==> config.mk <==
export PLATFORM = sky130hd
export DESIGN_NAME = sd_cmd_engine
export DESIGN_NICKNAME = d
export VERILOG_FILES = /design/src/rtl/sd_pkg.sv /design/src/rtl/sd_crc7.sv /design/src/rtl/sd_cmd_engine.sv
export SDC_FILE = /design/constraint.sdc
export NUM_CORES = 1
export LEC_CHECK = 0
export CAP_MARGIN = 20
export CORE_MARGIN = 3
export CORE_UTILIZATION = 45
export DETAILED_ROUTE_END_ITERATION = 7
export GPL_ROUTABILITY_DRIVEN = 0
export PLACE_DENSITY_LB_ADDON = 0.1
export RECOVER_POWER = 100
export SLEW_MARGIN = 20
export SYNTH_ARGS = -nofsm -noshare
export SYNTH_HDL_FRONTEND = slang
export SYNTH_SLANG_ARGS = --single-unit
==> constraint.sdc <==
create_clock -name C100M -period 6.5 [get_ports C100M]
set_input_delay 0.975 -clock C100M [delete_from_list [all_inputs] [get_ports C100M]]
set_output_delay 0.975 -clock C100M [all_outputs]
set_load 0.01 [all_outputs]
==> src/rtl/sd_pkg.sv <==
// rtl/sd_pkg.sv - shared states and frame constants for the SD command engine
package sd_pkg;

  typedef enum logic [2:0] {
    ST_IDLE,
    ST_SEND,
    ST_WAIT_RX,
    ST_DRAIN,
    ST_DONE
  } sd_state_e;

  localparam logic [6:0] SD_CRC7_POLY     = 7'h09;
  localparam logic [7:0] SD_FILL_BYTE     = 8'hFF;
  localparam int         SD_FRAME_LAST    = 6;
  localparam int         SD_TRAILER_BYTES = 4;

endpackage

==> src/rtl/sd_crc7.sv <==
// rtl/sd_crc7.sv - one-byte CRC7 (x^7+x^3+1) update, MSB first
module sd_crc7
  import sd_pkg::*;
(
  input  logic [6:0] crc_in,
  input  logic [7:0] data_in,
  output logic [6:0] crc_out
);

  // Clock all eight bits of the byte through the LFSR in one combinational step
  always_comb begin
    logic [6:0] c;
    logic       fb;
    c  = crc_in;
    fb = 1'b0;
    for (int i = 7; i >= 0; i--) begin
      fb = data_in[i] ^ c[6];
      c  = {c[5:0], 1'b0} ^ (fb ? SD_CRC7_POLY : 7'h00);
    end
    crc_out = c;
  end

endmodule

==> src/rtl/sd_cmd_engine.sv <==
// rtl/sd_cmd_engine.sv - SD SPI command sequencer: frame send, R1 poll, optional trailer
module sd_cmd_engine
  import sd_pkg::*;
#(
  parameter int unsigned POLL_MAX = 8
) (
  input  logic        C100M,
  input  logic        RESET_n,
  input  logic        start,
  input  logic [5:0]  cmd_index,
  input  logic [31:0] cmd_arg,
  input  logic        resp_ext,
  input  logic        abort,
  output logic [7:0]  tx_data,
  output logic        tx_valid,
  input  logic        tx_ready,
  input  logic [7:0]  rx_data,
  input  logic        rx_valid,
  output logic        rx_ready,
  output logic        eng_active,
  output logic        done,
  output logic        timeout,
  output logic        aborted,
  output logic [7:0]  r1,
  output logic [31:0] resp
);

  localparam logic [7:0] POLL_LAST  = 8'(POLL_MAX - 1);
  localparam logic [2:0] TRL_LAST   = 3'(SD_TRAILER_BYTES - 1);
  localparam logic [2:0] FRAME_LAST = 3'(SD_FRAME_LAST);

  sd_state_e   state, state_nxt;
  logic [5:0]  idx_q;
  logic [31:0] arg_q;
  logic        ext_q;
  logic [2:0]  bcnt;     // frame byte index, parks at 7 once the frame is out
  logic [7:0]  pcnt;     // poll bytes seen without an R1
  logic [2:0]  tcnt;     // trailer bytes collected
  logic        r1_seen;
  logic [6:0]  crc_q, crc_nxt;
  logic        tx_hs, rx_hs;
  logic        ld_cmd, bcnt_inc, poll_inc, r1_ld, trl_ld, set_to, set_ab;

  assign tx_hs = tx_valid && tx_ready;
  assign rx_hs = rx_valid && rx_ready;

  sd_crc7 u_crc7 (
    .crc_in  (crc_q),
    .data_in (tx_data),
    .crc_out (crc_nxt)
  );

  function automatic logic [7:0] frame_byte(input logic [2:0] n);
    case (n)
      3'd1:    frame_byte = {2'b01, idx_q};
      3'd2:    frame_byte = arg_q[31:24];
      3'd3:    frame_byte = arg_q[23:16];
      3'd4:    frame_byte = arg_q[15:8];
      3'd5:    frame_byte = arg_q[7:0];
      3'd6:    frame_byte = {crc_q, 1'b1};
      default: frame_byte = SD_FILL_BYTE;
    endcase
  endfunction

  // State register
  always_ff @(posedge C100M or negedge RESET_n) begin
    if (!RESET_n) state <= ST_IDLE;
    else          state <= state_nxt;
  end

  // Next state and one-cycle action strobes for the datapath
  always_comb begin
    state_nxt = state;
    ld_cmd    = 1'b0;
    bcnt_inc  = 1'b0;
    poll_inc  = 1'b0;
    r1_ld     = 1'b0;
    trl_ld    = 1'b0;
    set_to    = 1'b0;
    set_ab    = 1'b0;
    case (state)
      ST_IDLE: begin
        if (start) begin
          ld_cmd    = 1'b1;
          state_nxt = ST_SEND;
        end
      end
      ST_SEND: begin
        // A byte accepted together with abort still owes us one rx byte
        if (tx_hs) begin
          state_nxt = abort ? ST_DRAIN : ST_WAIT_RX;
        end else if (abort) begin
          set_ab    = 1'b1;
          state_nxt = ST_DONE;
        end
      end
      ST_WAIT_RX: begin
        if (abort) begin
          if (rx_hs) begin
            set_ab    = 1'b1;
            state_nxt = ST_DONE;
          end else begin
            state_nxt = ST_DRAIN;
          end
        end else if (rx_hs) begin
          if (bcnt <= FRAME_LAST) begin
            bcnt_inc  = 1'b1;
            state_nxt = ST_SEND;
          end else if (!r1_seen) begin
            if (!rx_data[7]) begin
              r1_ld     = 1'b1;
              state_nxt = ext_q ? ST_SEND : ST_DONE;
            end else if (pcnt == POLL_LAST) begin
              set_to    = 1'b1;
              state_nxt = ST_DONE;
            end else begin
              poll_inc  = 1'b1;
              state_nxt = ST_SEND;
            end
          end else begin
            trl_ld    = 1'b1;
            state_nxt = (tcnt == TRL_LAST) ? ST_DONE : ST_SEND;
          end
        end
      end
      ST_DRAIN: begin
        if (rx_hs) begin
          set_ab    = 1'b1;
          state_nxt = ST_DONE;
        end
      end
      ST_DONE:  state_nxt = ST_IDLE;
      default:  state_nxt = ST_IDLE;
    endcase
  end

  // Registered handshake outputs, command latches, counters, CRC and results
  always_ff @(posedge C100M or negedge RESET_n) begin
    if (!RESET_n) begin
      tx_valid   <= 1'b0;
      tx_data    <= SD_FILL_BYTE;
      rx_ready   <= 1'b0;
      eng_active <= 1'b0;
      done       <= 1'b0;
      timeout    <= 1'b0;
      aborted    <= 1'b0;
      r1         <= SD_FILL_BYTE;
      resp       <= 32'h0;
      idx_q      <= 6'h0;
      arg_q      <= 32'h0;
      ext_q      <= 1'b0;
      bcnt       <= 3'd0;
      pcnt       <= 8'd0;
      tcnt       <= 3'd0;
      r1_seen    <= 1'b0;
      crc_q      <= 7'h0;
    end else begin
      tx_valid   <= (state_nxt == ST_SEND);
      rx_ready   <= (state_nxt == ST_WAIT_RX) || (state_nxt == ST_DRAIN);
      eng_active <= (state_nxt != ST_IDLE);
      done       <= (state_nxt == ST_DONE);

      if (ld_cmd) begin
        idx_q   <= cmd_index;
        arg_q   <= cmd_arg;
        ext_q   <= resp_ext;
        timeout <= 1'b0;
        aborted <= 1'b0;
        r1      <= SD_FILL_BYTE;
        resp    <= 32'h0;
        bcnt    <= 3'd0;
        pcnt    <= 8'd0;
        tcnt    <= 3'd0;
        r1_seen <= 1'b0;
        crc_q   <= 7'h0;
        tx_data <= SD_FILL_BYTE;
      end else if ((state == ST_WAIT_RX) && (state_nxt == ST_SEND)) begin
        tx_data <= bcnt_inc ? frame_byte(bcnt + 3'd1) : SD_FILL_BYTE;
      end

      // Only the index and argument bytes feed the CRC
      if ((state == ST_SEND) && tx_hs && (bcnt >= 3'd1) && (bcnt <= 3'd5)) begin
        crc_q <= crc_nxt;
      end

      if (bcnt_inc) bcnt <= bcnt + 3'd1;
      if (poll_inc) pcnt <= pcnt + 8'd1;
      if (r1_ld) begin
        r1      <= rx_data;
        r1_seen <= 1'b1;
      end
      if (trl_ld) begin
        resp <= {resp[23:0], rx_data};
        tcnt <= tcnt + 3'd1;
      end
      if (set_to) timeout <= 1'b1;
      if (set_ab) aborted <= 1'b1;
    end
  end

endmodule

==> metrics.md <==
| Metric | Value |
|---|---|
| Status | `finished, violations left` |
| Violated checks | `max-capacitance violations, max-slew violations` |
| VDD IR-drop max | `192.5 uV` |
| Leakage power | `3.488 nW` |
| CP startpoint | `start` |
| Highest clock rate | `0.2553 GHz` |
| Cell area after synthesis | `0.005413 mm2` |
| Combinational fraction of design power | `20.7%` |
| Core area | `0.01156 mm2` |
| WP buf/inv | `1` |
| Pwr Density | `345.9 mW/mm2` |
| Flop pwr share | `39.7%` |
| Clock power frac | `39.6%` |
| Synth Instances | `587` |
| Sequential-to-total area share from yosys stat | `54.92%` |
| Initial DRT Pass Iterations | `6` |
| Largest family of logic cells by synthesized area | `simple AND/OR/NAND/NOR gates` |
| CTS buffer count | `17` |
| Max FO, Critical Path | `50` |
| Clock skew | `5.446 ps` |
| Reg2Reg Depth | `4` |
| Clk root buf | `clkbuf_16` |
| Final hold vios | `0` |
| Port Buf Inserts | `106` |
| RSZ-0062 raised after global routing | `false` |
| Nets | `744` |
| Drt total wl | `13.35 mm` |
| Crit-path leading delay family | `simple AND/OR/NAND/NOR gates` |
| Syn_nets | `649` |
| TNS Setup | `0 ps` |
| Post-Synth XOR/XNOR Area | `3.398%` |
| 1st-iter DRT viols | `355` |
| CP cell instances | `dlygate4sd3_1, nor2b_1, and2_0, mux2i_1, a21o_1` |
| Share of layout cells above drive strength 1 | `7.349%` |
| P_sw | `0.7124 mW` |
| Post-synth EDFFs | `0` |
| Via density | `5.302` |
| Die H | `115.7 um` |
| Average size of a mapped cell | `9.221 um2` |
| Initial Util | `46.80%` |
| Endpoint class of the critical path | `flip-flop` |
| H-tree Lvls | `4` |
| DR WL/cell | `15.95 um` |
| Postcts setup bufs | `0` |
| Max Cap Viol | `2` |
| Hold/Removal Path Class | `reg2reg` |
| Adder-cell share of the synthesized area | `2.080%` |
| Total die area | `0.01338 mm2` |
| Period Utilization, post-route | `60.26%` |
| Clock latency on the worst-skew pair | `410 ps` |
| TritonCTS clock tree | `built` |
| R2R Path Start | `state[1]` |
| Maximum number of pins on one net before global-route repair | `86` |
| Die width | `115.7 um` |
| Simple-gate share of the synthesized area | `26.26%` |
| Net Sw Frac | `29.03%` |
| Clk buf depth | `2` |
| # clock sinks | `118` |
| Hold Buf Count CTS | `0` |
| Largest incremental delay on the critical path | `1940 ps` |
| Pins Over Slew Limit | `106` |
| Reg area | `0.002973 mm2` |
| Most frequent cells in the layout | `211 x nand2_1, 102 x dfrtp_1, 57 x dlygate4sd3_1` |
| Reg clk slew, reported paths | `50 ps` |
| Remaining global-route overflow | `0` |
| Area growth from synthesis to layout | `31.07%` |
| DRC | `0` |
| DPL Wire Length | `8.835 mm` |
| Initial antenna violation count | `0` |
| Commonest non-fill, non-tap cell in the layout | `nand2_1` |
| Netlist cell types | `51` |
| Minimum clock period after layout | `3917 ps` |
| Post-CTS sizing | `0` |
| First-pass GRT wire length | `22.07 mm` |
| Inserted Diodes | `0` |
| Layout Utilization | `61.34%` |
| Yosys warns | `0` |
| Least-Margin Pin Slew | `2868 ps` |
| Synth Area in Compound Gates | `9.570%` |
| Core Rows | `39` |
| Area occupied by multi-input gates | `0.002217 mm2` |
| Synth Flop Type | `dfrtp_1` |
| FF-to-FF End | `pcnt[2]` |
| Crit. path cell count | `5` |
| Number of global-route vias before repair | `4354` |
| DR vias | `4438` |
| Crit path to | `pcnt[2]` |
| Slew margin rel. | `-91.22%` |
| Crit Path Class | `in2reg` |
| Fill cells | `986` |
| Mux share of post-synthesis cell area | `0.5548%` |
| Internal Pwr Total | `1.742 mW` |
| Number of routed nets with antenna violations | `0` |
| Slowest CP cell | `and2_0` |
| Crit path DAT | `4210 ps` |
| Critical path launch point type | `primary input` |
| Flops & latches, synth | `118` |
| Worst EP required | `6800 ps` |
| Overall global routing resource usage | `21.13%` |
| Endpoints failing setup | `0` |
| Ports | `107` |
| R2r setup slk | `3270 ps` |
| Async SR Flop Fraction | `100.0%` |
Yosys cell counts (7+ instances only):
master       n  share of area, %
dfstp_2     16               7.8
a221oi_1     7               1.1
ha_1         9               2.1
a21oi_1     12               1.1
and3_1       8              0.92
a2bb2oi_1    7               1.1
nand2_1    209                14
inv_1        9              0.62
xnor2_1     17               2.8
dfrtp_1    102                47
clkbuf_1    24               1.7
nor2_1      26               1.8
o21ai_0     16               1.5
nand3_1     55               5.1
area by class of cell:
cell class | count | share of cell area [%]
Sequential cell | 118 | 41.90
Multi-Input combinational cell | 427 | 31.25
Timing Repair Buffer | 109 | 15.19
Clock buffer | 22 | 6.543
Tap cell | 143 | 2.522
Clock inverter | 9 | 2.116
Inverter | 9 | 0.4762
metal layers:
layer	routed length, um	track usage, %
met2	5915	30.86
met5	0	0
met4	154	7.038
met1	6310	29.86
met3	972	6.945
worst min path at each step:
stage,start,end,slack (ps),cells after the start
after floorplan,arg_q[0],arg_q[0],440,2
after detailed placement,arg_q[2],arg_q[2],460,2
after global placement,arg_q[2],arg_q[2],450,2
after global routing,arg_q[3],arg_q[3],490,2
after CTS,arg_q[2],arg_q[2],470,2
final,arg_q[2],arg_q[2],460,2
stage by stage:
| stage | instance area [um2] | cells | total power [mW] | setup WS [ps] | hold WS, ps |
|---|---|---|---|---|---|
| after detailed placement | 6536 | 806 | 1.503 | 3083 | 456.9 |
| after global placement | 6536 | 806 | 1.484 | 3139 | 451.1 |
| after CTS | 7151 | 837 | 2.486 | 3483 | 470.3 |
| after floorplan | 5413 | 587 | 1.313 | 4202 | 437.9 |
| final | 7094 | 837 | 2.454 | 2583 | 464.6 |
| after global routing | 7094 | 837 | 2.597 | 2284 | 492.6 |
state kept, by name, summed over array words and instances, names as in the netlist, 3 cells and up:
register	cells
bcnt	3
crc_q	7
r1	8
pcnt	8
idx_q	6
arg_q	32
tx_data	8
state	3
resp	32
tcnt	3
cells by family after synthesis:
group | count (synthesis)
compound gates | 70
xor+xnor | 21
fa+ha+maj | 9
buf+inv | 42
flops | 118
mux | 3
simple gates | 324
power by group through the flow:
stage                     clock network [mW]  logic, mW  registers (mW)
after floorplan                            0      0.345           0.968
after global placement                     0      0.505           0.979
after detailed placement                   0      0.517           0.986
after CTS                              0.991      0.521           0.975
after global routing                    1.03      0.577           0.993
final                                  0.972      0.507           0.975
worst register-to-register path, delay by kind of cell (launching register included):
| kind | cells | cell delay, ps |
|---|---|---|
| flops | 1 | 440 |
| mux | 1 | 200 |
| simple gates | 2 | 2220 |
| compound gates | 1 | 270 |
Note: power is estimated with default switching activity, not from simulation.
==> variant, RTL diff (same settings) <==
Re-encode `sd_state_e` (5 states) as one-hot, 5 bits wide.
--- a/src/rtl/sd_pkg.sv
+++ b/src/rtl/sd_pkg.sv
@@ -2,10 +2,10 @@
 package sd_pkg;
 
-  typedef enum logic [2:0] {
-    ST_IDLE,
-    ST_SEND,
-    ST_WAIT_RX,
-    ST_DRAIN,
-    ST_DONE
+  typedef enum logic [4:0] {
+    ST_IDLE    = 5'b00001,
+    ST_SEND    = 5'b00010,
+    ST_WAIT_RX = 5'b00100,
+    ST_DRAIN   = 5'b01000,
+    ST_DONE    = 5'b10000
   } sd_state_e;
 
Check against the original RTL: same outputs for any inputs over 10 cycles, from zero or initial values and one cycle with RESET_n low; not proved beyond that.
==> variant against the unedited design <==
  * Sequential share of layout area is 1.3 points lower
  * Worst hold slack better by 9.9 ps
  * Maximum frequency is 8.9% higher
  * Design area is 5.1% higher
  * Setup slack better by 320 ps
  * Combinational power is 18% lower
  * Non-clock buffer count is 2 higher
  * Critical path type is now input port to asynchronous set/reset pin
  * Area after synthesis is 5.5% higher
  * Sequential cell count is 2 higher
  * Total power is 3.4% lower
  * Clock power is 2% higher
  * The flow still finishes with violations (capacitance limit, slew limit)
  * Via count is 4.1% higher
  * Critical endpoint is now arg_q[23]
  * Routed wire length is 1.5% higher
  * Largest cell class unchanged
==> variant: results (changes against the unedited design) <==
Run status
  – Status: complete, but fails checks
  – Failing checks: capacitance limit, slew limit

Placement
  – Estimated wirelength of the detail-placed design: 9.126 mm (+3.3%)

Worst setup path
  – Worst path top cell family by delay: buffers and inverters
  – Crit path DAT: 4040 ps (-170 ps)
  – Slowest CP cell: clkbuf_1
  – Largest fanout on the critical path: 65 (+30%)
  – Max stage delay on crit path: 2080 ps (+140 ps)

Power
  – P_leak: 3.546 nW (+1.7%)
  – Combinational Power Share: 17.6% (-3.1 points)
  – Sw Ratio: 28.36% (-0.67 points)
  – VDD IR max: 174.0 µV (-9.6%)
  – Clock Power Share: 41.8% (+2.2 points)

Synthesis
  – Share of the yosys chip area belonging to registers: 52.93% (-2.0 points)
  – Most frequent cells after synthesis: nand2_1, dfrtp_1, nand3_1
  – Synthesized net count: 661 (+1.8%)
  – Yosys cell types: 60 (+18%)
  – Synth area leaders: dfrtp_1, nand2_1, dfstp_2

Timing
  – Max-slew violations: 95 (-10%)
  – Worst setup skew after layout: 4.725 ps (-0.7210 ps)

Global routing
  – Vias in the first global route: 4434 (+1.8%)
  – Antenna violations before repair: 0 (unchanged)
  – First-pass GRT wire length: 22.16 mm (+0.44%)
  – Met3 usage: 6.986% (+0.040 points)
  – Met1 GRT Util: 27.64% (-2.2 points)
  – Largest net degree at the start of global routing: 93 (+8.1%)
  – Total Routing Usage GR: 19.54% (-1.6 points)
  – M2 GR Usage: 28.24% (-2.6 points)

Route
  – DR WL met3: 740 µm (-24%)
  – Vias: 4620 (+4.1%)
  – WL met2: 6.325 mm (+6.9%)
  – Final wirelength: 13.55 mm (+1.5%)
  – 1st-pass router iterations: 4 (-2)
  – 1st-iter DRT viols: 314 (-12%)

Clocking
  – Worst-Skew Late Latency: 410 ps (about the same)
  – Hold buffers post-CTS: 0 (unchanged)

Flow run
  – Max cap viols: 2 (unchanged)

Finish
  – Layout cells sized above 1: 10.17% (+2.8 points)
  – NumNets Final: 758 (+1.9%)
==> variant: cell count changes in the layout (fill, tap and decap cells not counted), sizes merged, moves of 4 or more <==
cell and change:
a2bb2oi -7, o21ai -6, mux2 +6, a311oi -4, nand3 -11, a221o +4
a22oi +6, mux2i +9
==> variant: final timing paths <==
check	start	end	slack, ps	cells past startpoint
max in group C100M	abort	tcnt[2]	3190	6
min in group asynchronous	RESET_n	crc_q[3]	1540	1
max	RESET_n	arg_q[23]	2900	2
min reg2reg	arg_q[28]	arg_q[28]	470	2
max reg2reg	bcnt[1]	resp[3]	3810	6
min	arg_q[28]	arg_q[28]	470	2
==> variant: final cells by class <==
| cell class | instances | area, µm² |
|---|---|---|
| Multi-Input combinational cell | 436 | 2466 |
| Tap cell | 168 | 210.2 |
| Clock inverter | 12 | 173.9 |
| Timing Repair Buffer | 111 | 1089 |
| Clock buffer | 20 | 456.7 |
| Sequential cell | 120 | 3024 |
| Fill cell | 1076 | 4758 |
| Inverter | 9 | 33.78 |
==> variant: metrics by stage <==
step           area, µm²  setup WS [ps]  hold WS (ps)  total power [mW]  std cells
2_1_floorplan       5713           4313         440.1             1.267        598
3_3_place_gp        6849           3384         457.0             1.393        844
6_report            7453           2902         474.5             2.371        876
5_1_grt             7453           2222         498.9             2.498        876
4_1_cts             7480           3772         477.0             2.406        876
3_5_place_dp        6849           3334         462.9             1.408        844
==> variant: cell families (layout without fill, tap and decap cells) <==
group                    after synthesis  in the layout  synth area share, %
buffers and inverters                 42            152                3.833
XOR/XNOR                              17             17                2.847
multiplexers                          18             18                3.285
AND/OR/NAND/NOR                      321            321                25.16
flip-flops                           120            120                52.93
AO/OA/AOI/OAI                         70             70                9.746
adder cells (fa/ha/maj)               10             10                2.190
